[src/rtl/fast_square_sweep_ctrl.sv]
// Frequency-sweep sequencer for the fast-square subcarrier receiver: drives rx_reset,
// record and freq_step through settle/integrate/step/drain for each programmed step.
module fast_square_sweep_ctrl #(
    parameter int CTRLADDR          = 3,
    parameter int TIMINGADDR        = 4,
    parameter int RECORD_TICKS_LOG2 = 14,
    parameter int WORDS_PER_STEP    = 9,
    parameter int DRAIN_TIMEOUT     = 65535
) (
    input  logic        clock,
    input  logic        reset,
    input  logic [6:0]  serial_addr,
    input  logic [31:0] serial_data,
    input  logic        serial_strobe,
    input  logic        data_out_strobe,
    output logic        rx_reset,
    output logic        record,
    output logic        freq_step,
    output logic        sweep_active,
    output logic [7:0]  step_index,
    output logic        sweep_done,
    output logic        overrun
);

    localparam logic [2:0] S_IDLE   = 3'd0;
    localparam logic [2:0] S_RXRST  = 3'd1;
    localparam logic [2:0] S_SETTLE = 3'd2;
    localparam logic [2:0] S_RECORD = 3'd3;
    localparam logic [2:0] S_STEP   = 3'd4;
    localparam logic [2:0] S_DRAIN  = 3'd5;

    logic [2:0]  state_q, state_d;
    logic [15:0] cnt_q, cnt_d;
    logic [3:0]  drain_q, drain_d;
    logic [7:0]  step_q, step_d;
    logic [7:0]  nsteps_q, nsteps_d;
    logic        cont_q, cont_d;
    logic [15:0] settle_cfg_q, settle_cfg_d;
    logic [4:0]  log2_cfg_q, log2_cfg_d;
    logic [15:0] settle_q, settle_d;
    logic [4:0]  log2_q, log2_d;
    logic        overrun_q, overrun_d;
    logic        done_q, done_d;

    logic        ctrl_wr, timing_wr;
    logic        drain_done, timeout_hit, settle_end;
    logic [4:0]  log2_clamped;
    logic [16:0] rec_span;
    logic [15:0] rec_last;
    logic        unused_data;

    assign ctrl_wr   = serial_strobe && (serial_addr == 7'(CTRLADDR));
    assign timing_wr = serial_strobe && (serial_addr == 7'(TIMINGADDR));
    assign unused_data = ^{serial_data[31:21], serial_data[7:3]};

    assign log2_clamped = (log2_cfg_q > 5'(RECORD_TICKS_LOG2)) ? 5'(RECORD_TICKS_LOG2) : log2_cfg_q;
    assign rec_span     = 17'd1 << log2_q;
    assign rec_last     = 16'(rec_span - 17'd1);
    assign settle_end   = ({1'b0, cnt_q} + 17'd1) >= {1'b0, settle_q};

    // A completing strobe on the timeout cycle wins over the timeout.
    assign drain_done  = (state_q == S_DRAIN) && data_out_strobe &&
                         (drain_q == 4'(WORDS_PER_STEP - 1));
    assign timeout_hit = (state_q == S_DRAIN) && (cnt_q == 16'(DRAIN_TIMEOUT - 1)) && !drain_done;

    always_comb begin
        state_d      = state_q;
        step_d       = step_q;
        nsteps_d     = nsteps_q;
        cont_d       = cont_q;
        settle_d     = settle_q;
        log2_d       = log2_q;
        settle_cfg_d = settle_cfg_q;
        log2_cfg_d   = log2_cfg_q;
        done_d       = 1'b0;
        overrun_d    = overrun_q;

        if (timing_wr) begin
            settle_cfg_d = serial_data[15:0];
            log2_cfg_d   = serial_data[20:16];
        end
        if (ctrl_wr && serial_data[2]) begin
            overrun_d = 1'b0;
        end
        if (timeout_hit) begin
            overrun_d = 1'b1;
        end

        case (state_q)
            S_IDLE: begin
                if (ctrl_wr && serial_data[0]) begin
                    nsteps_d = serial_data[15:8];
                    cont_d   = serial_data[1];
                    step_d   = 8'd0;
                    state_d  = S_RXRST;
                end
            end
            S_RXRST:  if (cnt_q == 16'd1) state_d = S_SETTLE;
            S_SETTLE: if (settle_end) state_d = S_RECORD;
            S_RECORD: if (cnt_q == rec_last) state_d = S_STEP;
            S_STEP:   state_d = S_DRAIN;
            S_DRAIN: begin
                if (drain_done || timeout_hit) begin
                    // num_steps of 0 wraps to 255 here, giving a 256-step sweep.
                    if (step_q != nsteps_q - 8'd1) begin
                        step_d  = step_q + 8'd1;
                        state_d = S_SETTLE;
                    end else begin
                        done_d  = 1'b1;
                        step_d  = 8'd0;
                        state_d = cont_q ? S_RXRST : S_IDLE;
                    end
                end
            end
            default: state_d = S_IDLE;
        endcase

        if (ctrl_wr && !serial_data[0]) begin
            state_d = S_IDLE;
            step_d  = 8'd0;
            done_d  = 1'b0;
        end

        if ((state_d == S_RXRST) && (state_q != S_RXRST)) begin
            settle_d = settle_cfg_q;
            log2_d   = log2_clamped;
        end

        cnt_d   = (state_d != state_q) ? 16'd0 : cnt_q + 16'd1;
        drain_d = ((state_q == S_DRAIN) && (state_d == S_DRAIN)) ?
                  drain_q + {3'b000, data_out_strobe} : 4'd0;
    end

    always_ff @(posedge clock) begin
        if (reset) begin
            state_q      <= S_IDLE;
            cnt_q        <= 16'd0;
            drain_q      <= 4'd0;
            step_q       <= 8'd0;
            nsteps_q     <= 8'd0;
            cont_q       <= 1'b0;
            settle_cfg_q <= 16'd0;
            log2_cfg_q   <= 5'd0;
            settle_q     <= 16'd0;
            log2_q       <= 5'd0;
            overrun_q    <= 1'b0;
            done_q       <= 1'b0;
        end else begin
            state_q      <= state_d;
            cnt_q        <= cnt_d;
            drain_q      <= drain_d;
            step_q       <= step_d;
            nsteps_q     <= nsteps_d;
            cont_q       <= cont_d;
            settle_cfg_q <= settle_cfg_d;
            log2_cfg_q   <= log2_cfg_d;
            settle_q     <= settle_d;
            log2_q       <= log2_d;
            overrun_q    <= overrun_d;
            done_q       <= done_d;
        end
    end

    assign rx_reset     = (state_q == S_IDLE) || (state_q == S_RXRST);
    assign record       = (state_q == S_RECORD);
    assign freq_step    = (state_q == S_STEP);
    assign sweep_active = (state_q != S_IDLE);
    assign step_index   = step_q;
    assign sweep_done   = done_q;
    assign overrun      = overrun_q;

endmodule
[config.mk]
export PLATFORM = sky130hd
export DESIGN_NAME = fast_square_sweep_ctrl
export DESIGN_NICKNAME = d
export VERILOG_FILES = /design/src/rtl/fast_square_sweep_ctrl.sv
export SDC_FILE = /design/constraint.sdc
export NUM_CORES = 1
export LEC_CHECK = 0
export CAP_MARGIN = 20
export CORE_MARGIN = 1
export CORE_UTILIZATION = 40
export DETAILED_ROUTE_END_ITERATION = 16
export DONT_BUFFER_PORTS = 1
export GPL_TIMING_DRIVEN = 0
export SLEW_MARGIN = 40
export SYNTH_ARGS = -nofsm -noshare
export SYNTH_HDL_FRONTEND = slang
export SYNTH_SLANG_ARGS = --single-unit
[constraint.sdc]
create_clock -name clock -period 4.25 [get_ports clock]
set_clock_uncertainty 0.05 [all_clocks]
set_input_delay 0.425 -clock clock [delete_from_list [all_inputs] [get_ports clock]]
set_output_delay 0.425 -clock clock [all_outputs]
set_load 0.02 [all_outputs]
==> results.json, run 1 <==
{
  "outcome": "completed",
  "initial_core_util_pct": 41.64,
  "slowest_stage": "o41a_1",
  "yosysTopAreaCell": "dfxtp_1",
  "use_met2_pct": 32.24,
  "tightestPinTransition_ps": 790.5,
  "final_common_cell": "dfxtp_1",
  "wirelength_um": 12630,
  "post-place-ws_ps": 255.6,
  "peakVddDrop_mv": 0.1942,
  "synth_flop_cell": "dfxtp_1",
  "root_buffer": "clkbuf_16",
  "fin_tns_setup_ps": 0,
  "power_density_nw_per_um2": 306.4,
  "slowest_delay_ps": 450,
  "worst_hold_path.num_cells": 2,
  "yosysWarnings": 0,
  "reg2regPathDepth": 15,
  "antenna_found_initial": 0,
  "syn_to_final_growth_pct": 10.56,
  "max_freq_mhz": 249.7,
  "synth_edf_count": 0,
  "cts-hold-fix-buffers": 0,
  "final.period_utilization_pct": 94.24,
  "grt_max_degree": 14,
  "detail_route.iter0.violations": 223,
  "grt_pass1_wl_um": 20820,
  "ant_nets": 0,
  "synth_top_area_share_pct": 33.07,
  "min_path_type": "input pin to register",
  "met3_usage_pct": 2.847,
  "syn_inst": 598,
  "antenna_cells": 0,
  "first_global_vias": 4176,
  "use_met1_pct": 26.39,
  "overflow": 0,
  "first_pass_iters": 4,
  "crit_top_cell": "and4_1",
  "dieHeight_um": 114.8,
  "cp.arrival_ps": 4210,
  "synthTopCellsByArea": "dfxtp_1, mux2i_1, ha_1, nor2_1, nand3_1",
  "worstPathMaxFanout": 10,
  "timing.slew.headroom_pct": 47.30,
  "final_nets": 675,
  "cts.clk_slew.worst_paths_ps": 60,
  "vias": 4312,
  "clock-sinks": 84,
  "avgSynthCellArea_um2": 8.503,
  "cts.path.max_buffers": 2,
  "cts_buffers": 9,
  "ys_types": 72,
  "setup_viol": 0,
  "rsz0062_at_grt": "false",
  "vias_per_cell": 5.528,
  "required_ps": 4450,
  "cts_tree": "yes",
  "die_w_um": 114.8,
  "place_congestion": 0.8903,
  "p_leak_nw": 2.195,
  "final_layout_size_suffix_gt1_share_pct": 9.477,
  "ys_seq_area_share_pct": 33.07,
  "layout_common_cells": "dfxtp_1, nor2_1, mux2i_1",
  "cp-end-kind": "register",
  "synth-async-reset-ratio_pct": 0,
  "synth_area_um2": 5085,
  "h-tree-depth": 3,
  "route.detailed.drc": 0,
  "period_minus_slack_ps": 4005,
  "insertion_delay_ps": 340,
  "grt_usage_pct": 20.32,
  "crit_path_start_kind": "register",
  "wl_per_cell_um": 16.19,
  "maxCapViolations": 0,
  "critical_path_class": "register to register",
  "finalHoldViolCount": 0,
  "syn_nets": 665,
  "ios": 57,
  "rows": 40,
  "core-area_um2": 12210,
  "ys_seq_elements": 84,
  "hpwl_um": 9732,
  "die_area_um2": 13170,
  "slew_violations": 0,
  "cp_cell_sequence": "clkbuf_1, and4_1, nor2b_1, and4_1, nand3_1, xnor2_1, ha_1, nand4_1, or2_2, a311oi_1, o41a_1, o21ai_0, o21ai_2, buf_2, nor4_2",
  "io_buffers": 0,
  "setup_slack_ps": 244.7,
  "grt-busiest-layer": "met2"
}
## metal layers
layer / up-vias / routed length, µm
met5: - / 0
met4: 0 / 555
met3: 30 / 471
met2: 98 / 5686
met1: 2028 / 5911
li1: 2156 / -
## worst max-delay path, delay by kind of cell, from the launching register on
family                     cells  cell delay, ps
buffers and inverters          2             520
DFF                            1             310
adders and majority gates      1             310
AOI/OAI and AO/OA              4             990
xor gates and xnor gates       1             320
and+or+nand+nor                7            1410
## layout make-up
class                   instances  area [µm²]
fillers                      1205        6590
multi-input cells             446        3083
flip-flops and latches         84        1682
clock buffers                  11       252.7
plain buffers                  41       224.0
well taps                     168       210.2
inverters                      26       97.59
clock inverters                 4       72.57
## cell usage after synthesis (5+ instances only)
cell / n
buf_2: 5
mux2i_1: 42
nand3_1: 34
xor2_1: 19
inv_1: 26
ha_1: 24
nor3_1: 14
dfxtp_1: 84
o21ai_0: 13
nand2b_1: 5
nand4_1: 15
and3_1: 6
clkbuf_1: 26
nor2b_1: 5
o211a_1: 5
and2_1: 5
nand2_1: 34
a21oi_1: 20
xnor2_1: 18
nor2_1: 78
nor4_1: 16
nor4_2: 11
a31oi_1: 7
## state kept, by name (all words and copies together), names as in the netlist
| register | count |
|---|---|
| cnt_q | 16 |
| settle_cfg_q | 16 |
| settle_q | 16 |
| nsteps_q | 8 |
| step_index | 8 |
| log2_cfg_q | 5 |
| log2_q | 5 |
| drain_q | 4 |
| state_q | 3 |
| cont_q | 1 |
| overrun | 1 |
| sweep_done | 1 |
## stage by stage
stage	area [µm²]	total power, W	util, %	hold WS (ps)	cells
global placement	5295	0.0008810	43.36	414.9	766
global route	5622	0.001777	46.03	177.8	780
CTS	5620	0.001734	46.02	166.1	781
floorplan	5085	0.0008625	-	393.6	598
detailed placement	5295	0.0008820	43.36	416.0	766
finish	5622	0.001722	46.03	169.3	780
## path summary, 6_finish.rpt
path	to	from	slack, ps
min	nsteps_q[2]$_SDFFE_PP0P_	serial_data[10]	170
min reg2reg	nsteps_q[7]$_SDFFE_PP0P_	nsteps_q[7]$_SDFFE_PP0P_	420
max reg2reg	cnt_q[5]$_SDFF_PP0_	cnt_q[3]$_SDFF_PP0_	240
max	cnt_q[5]$_SDFF_PP0_	cnt_q[3]$_SDFF_PP0_	240
## cells by family after synthesis
kind of cell               after synthesis  share of synthesized area (%)
and+or+nand+nor                        253                          26.97
AOI/OAI and AO/OA                       89                          12.82
DFF                                     84                          33.07
buffers and inverters                   68                          6.397
muxes                                   42                          8.268
xor gates and xnor gates                37                          6.373
adders and majority gates               25                          6.102
## power breakdown
part / switching (W) / internal, W
clock network: 0.000315 / 0.000542
logic: 0.0000423 / 0.0000265
registers: 0.00000581 / 0.000790
## what timing repair did
action	CTS	global route
endpoints found under the setup margin	0	5
resized for setup	0	0
setup buffers	0	0
Note: power is estimated with default switching activity, not from simulation.
==> run 2: changes to the inputs <==
--- a/config.mk
+++ b/config.mk
@@ -8,6 +8,7 @@
 export CAP_MARGIN = 20
 export CORE_MARGIN = 1
 export CORE_UTILIZATION = 40
+export CTS_BUF_LIST = sky130_fd_sc_hd__clkbuf_4
 export DETAILED_ROUTE_END_ITERATION = 16
 export DONT_BUFFER_PORTS = 1
 export GPL_TIMING_DRIVEN = 0
==> constraint.sdc (replaced) <==
create_clock -name clock -period 3.9 [get_ports clock]
set_clock_uncertainty 0.05 [all_clocks]
set_input_delay 0.39 -clock clock [delete_from_list [all_inputs] [get_ports clock]]
set_output_delay 0.39 -clock clock [all_outputs]
set_load 0.02 [all_outputs]
==> run 2 against run 1 <==
Effect of this change: clock power is 37% lower; register-to-register slack better by 20 ps; highest routed layer unchanged; sequential power is 9.0% higher; non-clock buffer count stayed put; first-iteration DRC count is 12% lower; die area stayed put; setup slack better by 24 ps; critical endpoint unchanged; flip-flop and latch count stayed put; largest power group is now registers; final area is 2.6% lower; core utilization is 1.2 points lower.
==> results.json, run 2 (synthesized netlist as in run 1, its figures left out) <==
{
  "outcome": "completed",
  "syn_to_final_growth_pct": 7.677,
  "antenna_cells": 0,
  "h-tree-depth": 3,
  "insertion_delay_ps": 440,
  "place_congestion": 0.8903,
  "hp-start": "serial_data[10]",
  "initial_core_util_pct": 41.64,
  "overflow": 0,
  "required_ps": 4210,
  "die_w_um": 114.8,
  "fin_util_pct": 44.84,
  "clock-sinks": 84,
  "cts-hold-fix-buffers": 0,
  "cp-end-kind": "register",
  "cp.arrival_ps": 3940,
  "rsz0062_at_grt": "false",
  "ios": 57,
  "critical_path_class": "register to register",
  "detail_route.iter0.violations": 197,
  "vias_per_cell": 5.476,
  "wl_per_cell_um": 16.11,
  "timing.rr.start": "cnt_q[1]$_SDFF_PP0_",
  "num-fill-cells": 1225,
  "slew_violations": 0,
  "first_global_vias": 4175,
  "cts.path.max_buffers": 2,
  "route.detailed.drc": 0,
  "crit_path_start_kind": "register",
  "final_layout_size_suffix_gt1_share_pct": 10.62,
  "hpwl_um": 9732,
  "finalHoldViolCount": 0,
  "layout_common_cells": "dfxtp_1, nor2_1, mux2i_1",
  "maxCapViolations": 0,
  "multi_input_area_um2": 3104,
  "io_buffers": 0,
  "worstPathMaxFanout": 10,
  "first_pass_iters": 4,
  "core-area_um2": 12210,
  "vias": 4271,
  "tightestPinTransition_ps": 788.3,
  "grt_pass1_wl_um": 20770,
  "p_leak_nw": 2.119,
  "setup_viol": 0,
  "whs_ps": 33.85,
  "ant_nets": 0,
  "root_buffer": "clkbuf_4",
  "cts.clk_slew.worst_paths_ps": 130,
  "crit_path_start": "cnt_q[1]$_SDFF_PP0_",
  "seq_area_um2": 1685,
  "grt_max_degree": 14,
  "power_density_nw_per_um2": 271.6,
  "antenna_found_initial": 0,
  "period_minus_slack_ps": 3631,
  "cts_tree": "yes",
  "dieHeight_um": 114.8,
  "die_area_um2": 13170,
  "top_regs": "cnt_q (16), settle_cfg_q (16), settle_q (16)",
  "wirelength_um": 12560,
  "cts_buffers": 9,
  "final.period_utilization_pct": 93.11,
  "min_path_type": "input pin to register",
  "timing.slew.headroom_pct": 47.45,
  "final_common_cell": "dfxtp_1",
  "rows": 40,
  "grt_usage_pct": 20.15,
  "max_freq_mhz": 275.4,
  "peakVddDrop_mv": 0.1933,
  "final_nets": 675
}
==> run 2: cell types whose count changed in the layout (fill, tap and decap cells not counted), moves of 2 or more <==
| cell | before | now |
|---|---|---|
| clkbuf_4 | 0 | 9 |
| clkinv_1 | 0 | 2 |
| clkbuf_8 | 2 | 0 |
| buf_4 | 4 | 6 |
| dfxtp_1 | 84 | 81 |
| clkbuf_16 | 9 | 0 |
| dfxtp_2 | 0 | 3 |
==> run 2: layer usage <==
metal  GRT usage (%)  part of all wire [%]
met1           26.32                    47
met5               0                     0
met4           10.22                   3.7
met3           3.479                   4.0
met2           32.12                    45
==> run 2: final timing paths <==
kind	slack [ps]	cells past startpoint	to
max	270	14	cnt_q[5]$_SDFF_PP0_
min	30	2	nsteps_q[2]$_SDFFE_PP0P_
max reg2reg	270	14	cnt_q[5]$_SDFF_PP0_
min reg2reg	430	2	nsteps_q[7]$_SDFFE_PP0P_
==> run 2: metrics by stage <==
| step | TNS, ps | setup WS (ps) | total power (W) | area [µm²] | cells |
|---|---|---|---|---|---|
| after floorplan | 0 | 598.6 | 0.0009399 | 5085 | 598 |
| after global placement | -253.9 | -30.88 | 0.0009601 | 5295 | 766 |
| after detailed placement | -904.4 | -94.39 | 0.0009612 | 5295 | 766 |
| after CTS | 0 | 36.43 | 0.001504 | 5441 | 780 |
| after global routing | 0 | 3.179 | 0.001555 | 5475 | 780 |
| final | 0 | 268.7 | 0.001487 | 5475 | 780 |
==> run 2: worst max-delay path, stage by stage, from the launching register on <==
cell      delay (ps)
dfxtp_1          460
and4_1           280
nor2b_2          210
and4_1           250
nand3_1          100
xnor2_1          300
ha_1             310
nand4_1           70
or2_2            140
a311oi_1          50
o41a_1           460
o21ai_1          230
o21ai_2          160
buf_4            230
nor4_2           260
==> run 2: power by group <==
group          switching, W  total (W)  internal [W]  leakage, nW
Sequential       0.00000661   0.000868      0.000862        0.678
Clock              0.000292   0.000544      0.000251       0.0769
Combinational     0.0000461  0.0000751     0.0000290         1.36
==> run 2: final cells by class <==
cell class / count / share of cell area [%]
inverters: 26 / 1.782
well taps: 168 / 3.839
multi-input cells: 446 / 56.70
plain buffers: 40 / 4.068
clock buffers: 9 / 1.234
clock inverters: 6 / 1.463
repair buffers: 1 / 0.1371
flip-flops and latches: 84 / 30.78
==> run 2: repair_timing <==
action / 4_1_cts / 5_1_grt
setup buffers: 0 / 1
resized for setup: 2 / 8
pin swaps: 0 / 1
endpoints found under the setup margin: 10 / 13
